**src/rtl/vfx_pkg.sv**
```systemverilog
// Shared video-effects definitions: filter selection codes, default channel width,
// pixel layout and the frame-tracking states used by the filter consumer.
package vfx_pkg;

  localparam int CH_W_DEFAULT = 4;

  typedef enum logic [1:0] {
    FLT_PASS   = 2'd0,
    FLT_GREY   = 2'd1,
    FLT_INVERT = 2'd2,
    FLT_RED    = 2'd3
  } filter_t;

  typedef struct packed {
    logic [CH_W_DEFAULT-1:0] r;
    logic [CH_W_DEFAULT-1:0] g;
    logic [CH_W_DEFAULT-1:0] b;
  } pixel_t;

  typedef enum logic {
    ST_IDLE     = 1'b0,
    ST_IN_FRAME = 1'b1
  } frame_state_t;

endpackage

```
**src/rtl/pixel_effect.sv**
```systemverilog
// Combinational per-pixel effect: pass, luma-style grey, channel invert or red-only.
module pixel_effect
  import vfx_pkg::*;
#(
  parameter int CH_W = CH_W_DEFAULT
) (
  input  filter_t           sel,
  input  logic [3*CH_W-1:0] pix_in,
  output logic [3*CH_W-1:0] pix_out
);

  localparam logic [CH_W-1:0] CH_MAX = '1;

  logic [CH_W-1:0]   r;
  logic [CH_W-1:0]   g;
  logic [CH_W-1:0]   b;
  logic [CH_W+1:0]   sum;
  logic [CH_W-1:0]   y;
  logic [3*CH_W-1:0] inv;

  assign r = pix_in[3*CH_W-1 -: CH_W];
  assign g = pix_in[2*CH_W-1 -: CH_W];
  assign b = pix_in[CH_W-1:0];

  // R + 2G + B peaks at 4*(2^CH_W - 1), so CH_W+2 bits never overflow
  assign sum = {2'b00, r} + {1'b0, g, 1'b0} + {2'b00, b};
  assign y   = CH_W'(sum >> 2);

  for (genvar gi = 0; gi < 3; gi++) begin : g_inv
    assign inv[gi*CH_W +: CH_W] = CH_MAX - pix_in[gi*CH_W +: CH_W];
  end

  always_comb begin
    pix_out = pix_in;
    case (sel)
      FLT_PASS:   pix_out = pix_in;
      FLT_GREY:   pix_out = {y, y, y};
      FLT_INVERT: pix_out = inv;
      FLT_RED:    pix_out = {r, {(2*CH_W){1'b0}}};
      default:    pix_out = pix_in;
    endcase
  end

endmodule

```
**src/rtl/filter_apply.sv**
```systemverilog
// Applies the requested effect to a valid/ready pixel stream, switching effect only at SOP.
// One output register plus a one-entry skid buffer keep s_ready free of any m_ready path.
module filter_apply
  import vfx_pkg::*;
#(
  parameter  int CH_W  = CH_W_DEFAULT,
  localparam int PIX_W = 3 * CH_W
) (
  input  logic             clk,
  input  logic             reset,
  input  logic [1:0]       filter_type,
  input  logic [PIX_W-1:0] s_data,
  input  logic             s_valid,
  input  logic             s_sop,
  input  logic             s_eop,
  output logic             s_ready,
  output logic [PIX_W-1:0] m_data,
  output logic             m_valid,
  output logic             m_sop,
  output logic             m_eop,
  input  logic             m_ready,
  output logic [1:0]       active_filter,
  output logic             filter_chg,
  output logic             frame_err
);

  localparam int BEAT_W = PIX_W + 2;

  frame_state_t      state_reg;
  frame_state_t      state_next;
  filter_t           active_reg;
  filter_t           req_filter;
  filter_t           eff_sel;
  logic              chg_reg;
  logic              err_reg;
  logic              out_valid_reg;
  logic [BEAT_W-1:0] out_beat_reg;
  logic              skid_valid_reg;
  logic [BEAT_W-1:0] skid_beat_reg;

  logic              accept;
  logic              forward;
  logic              latch;
  logic              err_set;
  logic              out_free;
  logic [PIX_W-1:0]  eff_pix;
  logic [BEAT_W-1:0] new_beat;

  assign req_filter = filter_t'(filter_type);
  assign s_ready    = !skid_valid_reg;
  assign accept     = s_valid && s_ready;
  assign out_free   = !out_valid_reg || m_ready;

  // The SOP beat already belongs to the new frame, so it uses the requested effect directly
  assign eff_sel = s_sop ? req_filter : active_reg;

  pixel_effect #(
    .CH_W (CH_W)
  ) u_effect (
    .sel     (eff_sel),
    .pix_in  (s_data),
    .pix_out (eff_pix)
  );

  assign new_beat = {eff_pix, s_sop, s_eop};

  always_comb begin
    state_next = state_reg;
    forward    = 1'b0;
    latch      = 1'b0;
    err_set    = 1'b0;
    if (accept) begin
      case (state_reg)
        ST_IDLE: begin
          if (s_sop) begin
            forward    = 1'b1;
            latch      = 1'b1;
            state_next = s_eop ? ST_IDLE : ST_IN_FRAME;
          end else begin
            err_set = 1'b1;
          end
        end
        ST_IN_FRAME: begin
          forward = 1'b1;
          if (s_sop) begin
            latch   = 1'b1;
            err_set = 1'b1;
          end
          if (s_eop) begin
            state_next = ST_IDLE;
          end
        end
        default: state_next = ST_IDLE;
      endcase
    end
  end

  always_ff @(posedge clk) begin
    if (reset) begin
      state_reg <= ST_IDLE;
    end else begin
      state_reg <= state_next;
    end
  end

  always_ff @(posedge clk) begin
    if (reset) begin
      active_reg <= FLT_PASS;
      chg_reg    <= 1'b0;
      err_reg    <= 1'b0;
    end else begin
      chg_reg <= latch && (req_filter != active_reg);
      if (latch) begin
        active_reg <= req_filter;
      end
      if (err_set) begin
        err_reg <= 1'b1;
      end
    end
  end

  // Skid buffer only fills when a beat is accepted while the output register is stalled
  always_ff @(posedge clk) begin
    if (reset) begin
      out_valid_reg  <= 1'b0;
      out_beat_reg   <= '0;
      skid_valid_reg <= 1'b0;
      skid_beat_reg  <= '0;
    end else if (out_free) begin
      if (skid_valid_reg) begin
        out_valid_reg  <= 1'b1;
        out_beat_reg   <= skid_beat_reg;
        skid_valid_reg <= 1'b0;
      end else begin
        out_valid_reg <= forward;
        if (forward) begin
          out_beat_reg <= new_beat;
        end
      end
    end else if (forward) begin
      skid_valid_reg <= 1'b1;
      skid_beat_reg  <= new_beat;
    end
  end

  assign m_valid       = out_valid_reg;
  assign m_data        = out_beat_reg[BEAT_W-1:2];
  assign m_sop         = out_beat_reg[1];
  assign m_eop         = out_beat_reg[0];
  assign active_filter = active_reg;
  assign filter_chg    = chg_reg;
  assign frame_err     = err_reg;

endmodule

```
**config.mk**
```make
export PLATFORM = sky130hd
export DESIGN_NAME = filter_apply
export DESIGN_NICKNAME = d
export VERILOG_FILES = /design/src/rtl/vfx_pkg.sv /design/src/rtl/pixel_effect.sv /design/src/rtl/filter_apply.sv
export SDC_FILE = /design/constraint.sdc
export NUM_CORES = 1
export LEC_CHECK = 0
export CELL_PAD_IN_SITES_DETAIL_PLACEMENT = 0
export CELL_PAD_IN_SITES_GLOBAL_PLACEMENT = 2
export CORE_MARGIN = 3
export CORE_UTILIZATION = 30
export CTS_BUF_LIST = sky130_fd_sc_hd__clkbuf_16
export DETAILED_ROUTE_END_ITERATION = 7
export PLACE_DENSITY = 0.79
export SYNTH_ARGS = -nofsm -noshare
export SYNTH_HDL_FRONTEND = slang
export SYNTH_SLANG_ARGS = --single-unit
```
**constraint.sdc**
```tcl
create_clock -name clk -period 2.4 [get_ports clk]
set_input_delay 0.24 -clock clk [delete_from_list [all_inputs] [get_ports clk]]
set_output_delay 0.24 -clock clk [all_outputs]
set_load 0.01 [all_outputs]
```
==> impl_results.md, run 1 <==
- Status: completed
- Clock period minus worst slack: about 2300 ps
- WHS Endpoint: out_beat_reg[6]$_SDFFE_PP0P_
- Hold depth: 2
- Final Core Density: about 44%
- CTS buffer count: 5
- Crit share post-route: 95.8%
- Number of synthesized flops with an enable pin: 0
- Worst path arrival time: 2510 ps
- Worst r2r src: skid_valid_reg$_SDFFE_PP0P_
- Setup CP Type: input port to flop
- Final net count: 319
- Cell area after synthesis: 2000 um2
- Sw frac: 27.5%
- Commonest non-fill, non-tap cell in the layout: dfxtp_1
- Post-Synthesis Cells: 230
- Synth Flop Type: dfxtp_1
- PD cells: 597 nW/um2
- Gpl congestion: between 0.7 and 0.8
- Sequential element share of the synthesized area: a little over a third
- Max VDD drop: between 200 and 300 uV
- Fraction of final layout cells sized beyond drive strength 1: a little over a fifth
- Fillers: around 650
- Max-cap violations: 0
- CTS H-Tree Depth: 2
- Combinational power share: between 20 and 30%
- Ys async rst share: 0%
- Slew HR: between 60% and 70%
- Static leakage: 1.13 nW
- Fmax achieved: 435 MHz
- Yosys top cell by area: dfxtp_1
- Final Worst Setup Slack: roughly 100 ps
- Yosys warning total: 0
- Final Hold Viols: 0
- Vias: between 1500 and 2000
- First-pass GRT wire length: a little over 9000 um
- Syn_area_per_cell: about 8.7 um2
- CTS tree: yes
- Rows: 29
- Initial antenna violation count: 0
- Worst hold start: out_beat_reg[6]$_SDFFE_PP0P_
- Register bit count reported by yosys: 35
- Finish-stage setup viols: 0
- Worst EP required: about 2600 ps
- Drt pass-1 iters: 4
- Chip Height: 87.7 um
- Worst skew pair latency: between 200 and 300 ps
- Largest net degree at the start of global routing: 36
- Total negative slack: 0 ps
- Total power: approximately 0.0017 W
- Max clock buf depth: 2
- IO Count: 40
- Antenna-violating nets left: 0
- Vias in the first global route: 1881
- Clock transition at the registers of the reported paths: roughly 50 ps
- Syn nets: between 200 and 300
- Area contributors post-synth: dfxtp_1, a21oi_1, nor2_1
- DR WL/cell: around 15 um
- WL final: 5370 um
- Num Clock Sinks: 35
- CTS Root Cell: clkbuf_16
- Total grt overflow: 0
- Sequential cell fraction of total power: 37.2%
- Power share of the clock group: 34.5%
- Number of I/O port buffers: 39
- Final Max Tran Viols: 0
- Crit. End Element: flop
- Core Footprint: between 6000 and 7000 um2
- Overall Global Routing Usage: around 15%
- RSZ-0062 raised after global routing: no
- Most frequent cells in the layout: dfxtp_1, clkdlybuf4s50_1, buf_4
- CP Max Fanout: 2
- Pint: approximately 0.0012 W
- Worst Hold Slack: 453 ps
- Worst hold-check path type: flop to flop
- P&R area growth vs syn: 42.8%
- # DRC: 0
- Cell variety after synth: 43
- Number of diodes: 0
- Final HPWL DP: around 4100 um
- Critical R2R Capture: skid_beat_reg[5]$_SDFFE_PP0P_
- CP Launch Type: input port
- Setup Skew: between 4 and 5 ps
- DIE WIDTH: between 80 and 90 um
- Initial DRC count: 76
- Worst-Margin Slew: between 500 and 600 ps
- Pre-CTS setup slack: -544 ps
- R2R depth: 5
- Die ar.: 7690 um2
- Share of Yosys cell area claimed by the top area cell type: 35.0%
- NetSw: 0.000470 W
- Initial Util: 31.2%
- Avg Vias per Cell: around 5
- Register-to-register setup slack: 650 ps
## how the worst max path moves through the flow
stage               startpoint                            to  depth (start not counted)
floorplan            s_data[1]  out_beat_reg[3]$_SDFFE_PP0P_                          9
global route         s_data[4]  out_beat_reg[7]$_SDFFE_PP0P_                         10
global placement     s_data[1]  out_beat_reg[7]$_SDFFE_PP0P_                         10
finish               s_data[4]  out_beat_reg[7]$_SDFFE_PP0P_                         10
detailed placement   s_data[1]  out_beat_reg[7]$_SDFFE_PP0P_                         10
CTS                 s_data[10]  out_beat_reg[7]$_SDFFE_PP0P_                          8
## synth_stat cells, drive strengths merged, types with 2 or more instances
master and n:
dfxtp 35, a221oi 3, clkbuf 6, xor2 7
inv 9, ha 4, mux2i 8, o21bai 2
o21ai 8, nand3b 2, a21oi 21, buf 9
nor2b 5, a22oi 2, o211ai 5, nor2 26
nand2b 3, fa 4, a221o 2, a211oi 9
xnor2 11, nor3 8, nand2 21, a311oi 4
nand3 2, a211o 2, a21o 3
## power by group through the flow
| stage | Sequential, W | Clock [W] | Combinational, W |
|---|---|---|---|
| 3_5_place_dp | 0.000646 | 0 | 0.000446 |
| 2_1_floorplan | 0.000652 | 0 | 0.000239 |
| 5_1_grt | 0.000638 | 0.000628 | 0.000536 |
| 3_3_place_gp | 0.000646 | 0 | 0.000445 |
| 4_1_cts | 0.000634 | 0.000603 | 0.000465 |
| 6_report | 0.000634 | 0.000588 | 0.000484 |
## stage by stage
step,cells,area (um2)
CTS,367,2800
finish,367,2860
floorplan,230,2000
detailed placement,360,2640
global placement,360,2640
global route,367,2860
## worst max-delay path, cell delays in order
cell and delay, ps:
dlygate4sd2_1 240, inv_2 50, fa_1 510, and3b_2 230
fa_2 370, xor2_2 180, nor3b_4 240, a21oi_2 70
a211o_1 270, a21oi_2 120
## layer usage
layer | vias to the layer above | routed length, um | GRT usage (%)
met2 | 28 | 2600 | 25.0
li1 | 933 | - | -
met1 | 842 | 2500 | 19.9
met3 | 6 | 211 | 4.80
met4 | 0 | 59 | 4.32
met5 | - | 0 | 0
## layout make-up
type	instances	area [um2]	area share (%)
clock buffer	5	125	4.38
clock inverter	1	3.75	0.131
inverter	9	33.8	1.18
multi-input combinational	171	1270	44.4
sequential	35	701	24.5
tap	77	96.3	3.37
timing repair buffer	69	628	22.0
## what timing repair did
item	4_1_cts	5_1_grt
pin swaps	5	5
setup buffers	1	0
gates resized for setup	9	18
setup endpoints to repair	19	12
hold buffers	0	0
## cell families (layout without fill, tap and decap cells)
group           Yosys count  after routing  synth area share [%]
simple gates             70             70                  16.6
fa+ha+maj                 8              8                  6.50
flops                    35             35                  35.0
compound gates           66             66                  22.4
mux                       9              9                  6.00
xor+xnor                 18             18                  7.88
buf+inv                  24             84                  5.63
(Power assumes the default switching activity.)
==> run 2: changes to the inputs <==
- SLEW_MARGIN: not set -> 10
- TNS_END_PERCENT: not set -> 5
==> results of run 2 <==
Same layout as run 1: the final DEF is identical, and so are final timing and power.
==> run 3: changes to the inputs <==
- PLACE_DENSITY: 0.79 -> 0.83
==> run 3 against run 2 <==
  * Die area unchanged
  * Combinational power decreased by 2%
  * Routed wire length is 7.1% lower
  * Clock power increased by 4.4%
  * Non-clock buffer count fell by 3
  * Critical path type unchanged
  * Critical endpoint unchanged
  * Largest cell class unchanged
==> impl_results.md, run 3 (same netlist as run 1, synthesis figures left out) <==
- Worst Hold Slack: roughly 450 ps
- Crit. End Element: flop
- CTS H-Tree Depth: 2
- Initial DRC count: 39
- Final Hold Viols: 0
- Vias: 1789
- Crit share post-route: slightly below 100%
- Final Max Tran Viols: 0
- Fmax achieved: roughly 430 MHz
- P&R area growth vs syn: 40.6%
- Commonest non-fill, non-tap cell in the layout: clkdlybuf4s50_1
- Num Clock Sinks: 35
- Max clock buf depth: 2
- Antenna-violating nets left: 0
- Placed Area: approximately 2600 um2
- Hold depth: 2
- WL final: about 5000 um
- Overall Global Routing Usage: approximately 14%
- Final HPWL DP: 3850 um
- Final instance area: approximately 2800 um2
- Initial antenna violation count: 0
- Total grt overflow: 0
- Setup Skew: around 5.7 ps
- Chip Height: approximately 88 um
- Clock transition at the registers of the reported paths: 50 ps
- Status: completed
- Finish-stage setup viols: 0
- Worst hold-check path type: flop to flop
- DIE WIDTH: around 88 um
- Drt pass-1 iters: 4
- Worst-Margin Slew: between 500 and 600 ps
- Hold buffer count at cts: 0
- CP Max Fanout: 4
- WP buf/inv: 2
- First-pass GRT wire length: 8220 um
- Fraction of final layout cells sized beyond drive strength 1: around 18%
- Slew HR: between 60% and 70%
- Worst EP required: between 2000 and 3000 ps
- Cell family with most CP delay: adder cells
- Initial Util: 31.2%
- R2R depth: 4
- Worst path slowest cell: fa_1
- PD cells: between 600 and 700 nW/um2
- Avg Vias per Cell: 4.89
- Number of diodes: 0
- Die ar.: just under 8000 um2
- Static leakage: between 1 and 1.5 nW
- CTS Root Cell: clkbuf_16
- CTS tree: yes
- Max VDD drop: roughly 280 uV
- Worst path arrival time: 2520 ps
- # DRC: 0
- Critical Path Stages: 9
- IO Count: 40
- CP cell instances: clkdlybuf4s50_1 > fa_1 > ha_4 > buf_4 > xor2_2 > nor3b_4 > a21oi_2 > a211o_1 > a21oi_1
- Rows: 29
- DR WL/cell: 13.6 um
- Setup CP Type: input port to flop
- Vias in the first global route: about 1700
- Largest net degree at the start of global routing: 36
- Most frequent cells in the layout: clkdlybuf4s50_1, dfxtp_1, buf_4
- Largest stage delay, worst path: roughly 610 ps
- Worst skew pair latency: about 280 ps
- Final net count: roughly 320
- Core Footprint: between 6000 and 7000 um2
- CTS buffer count: 5
- Setup bufs post-CTS: 0
- Number of I/O port buffers: 39
- CP Launch Type: input port
- Max-cap violations: 0
- Clock period minus worst slack: 2310 ps
- Gpl congestion: roughly 0.8
## run 3: cell count changes in the layout (fill, tap and decap cells not counted), moves of 2 or more
cell and change:
a21oi_1 +2, a21oi_2 -2, buf_4 -2, clkdlybuf4s50_1 +3, dlymetal6s2s_1 -3, o21ai_0 -3
o21ai_1 +3
## run 3: power by group
part / switching [W] / internal (W)
Sequential: 0.0000203 / 0.000613
Combinational: 0.000225 / 0.000248
Clock: 0.000236 / 0.000378
## run 3: timing repair
action,in CTS,in global routing
hold endpoints to repair,0,0
setup endpoints to repair,14,12
resized for setup,10,9
pin swaps,6,3
## run 3: final timing paths
check                                               startpoint                              to  slack (ps)
worst max-delay path                                 s_data[3]    out_beat_reg[7]$_SDFFE_PP0P_          90
worst min register to register  skid_beat_reg[10]$_SDFFE_PP0P_  skid_beat_reg[10]$_SDFFE_PP0P_         450
worst max register to register     skid_valid_reg$_SDFFE_PP0P_   skid_beat_reg[6]$_SDFFE_PP0P_         590
worst min-delay path            skid_beat_reg[10]$_SDFFE_PP0P_  skid_beat_reg[10]$_SDFFE_PP0P_         450
## run 3: worst reg2reg max path: stages, from the launching register on
cell and delay, ps:
dfxtp_1 460, nand2b_1 260, or3_1 560, a221oi_1 330
nor3_1 70
## run 3: final cells by class
type / count / area (um2)
flip-flops and latches: 35 / 701
multi-input cells: 171 / 1250
clock inverters: 3 / 16.3
inverters: 9 / 33.8
repair buffers: 66 / 589
clock buffers: 5 / 125
fillers: 636 / 3610
well taps: 77 / 96.3
## run 3: routing by layer
layer	up-vias	track usage (%)	share of wire, %
li1	924	-	-
met1	818	19.6	51
met2	40	19.9	44
met3	7	2.92	3.5
met4	0	6.28	2.2
met5	-	0	0
## run 3: through the flow
stage	cells	util, %	setup TNS [ps]	power [W]	worst slack (ps)
after floorplan	230	-	0	0.000891	137
after global placement	358	40.7	-7580	0.00108	-476
after detailed placement	358	40.7	-7910	0.00108	-484
after CTS	366	43.2	0	0.00171	1.83
after global routing	366	43.8	-20.3	0.00181	-12.0
final	366	43.8	0	0.00172	88.5
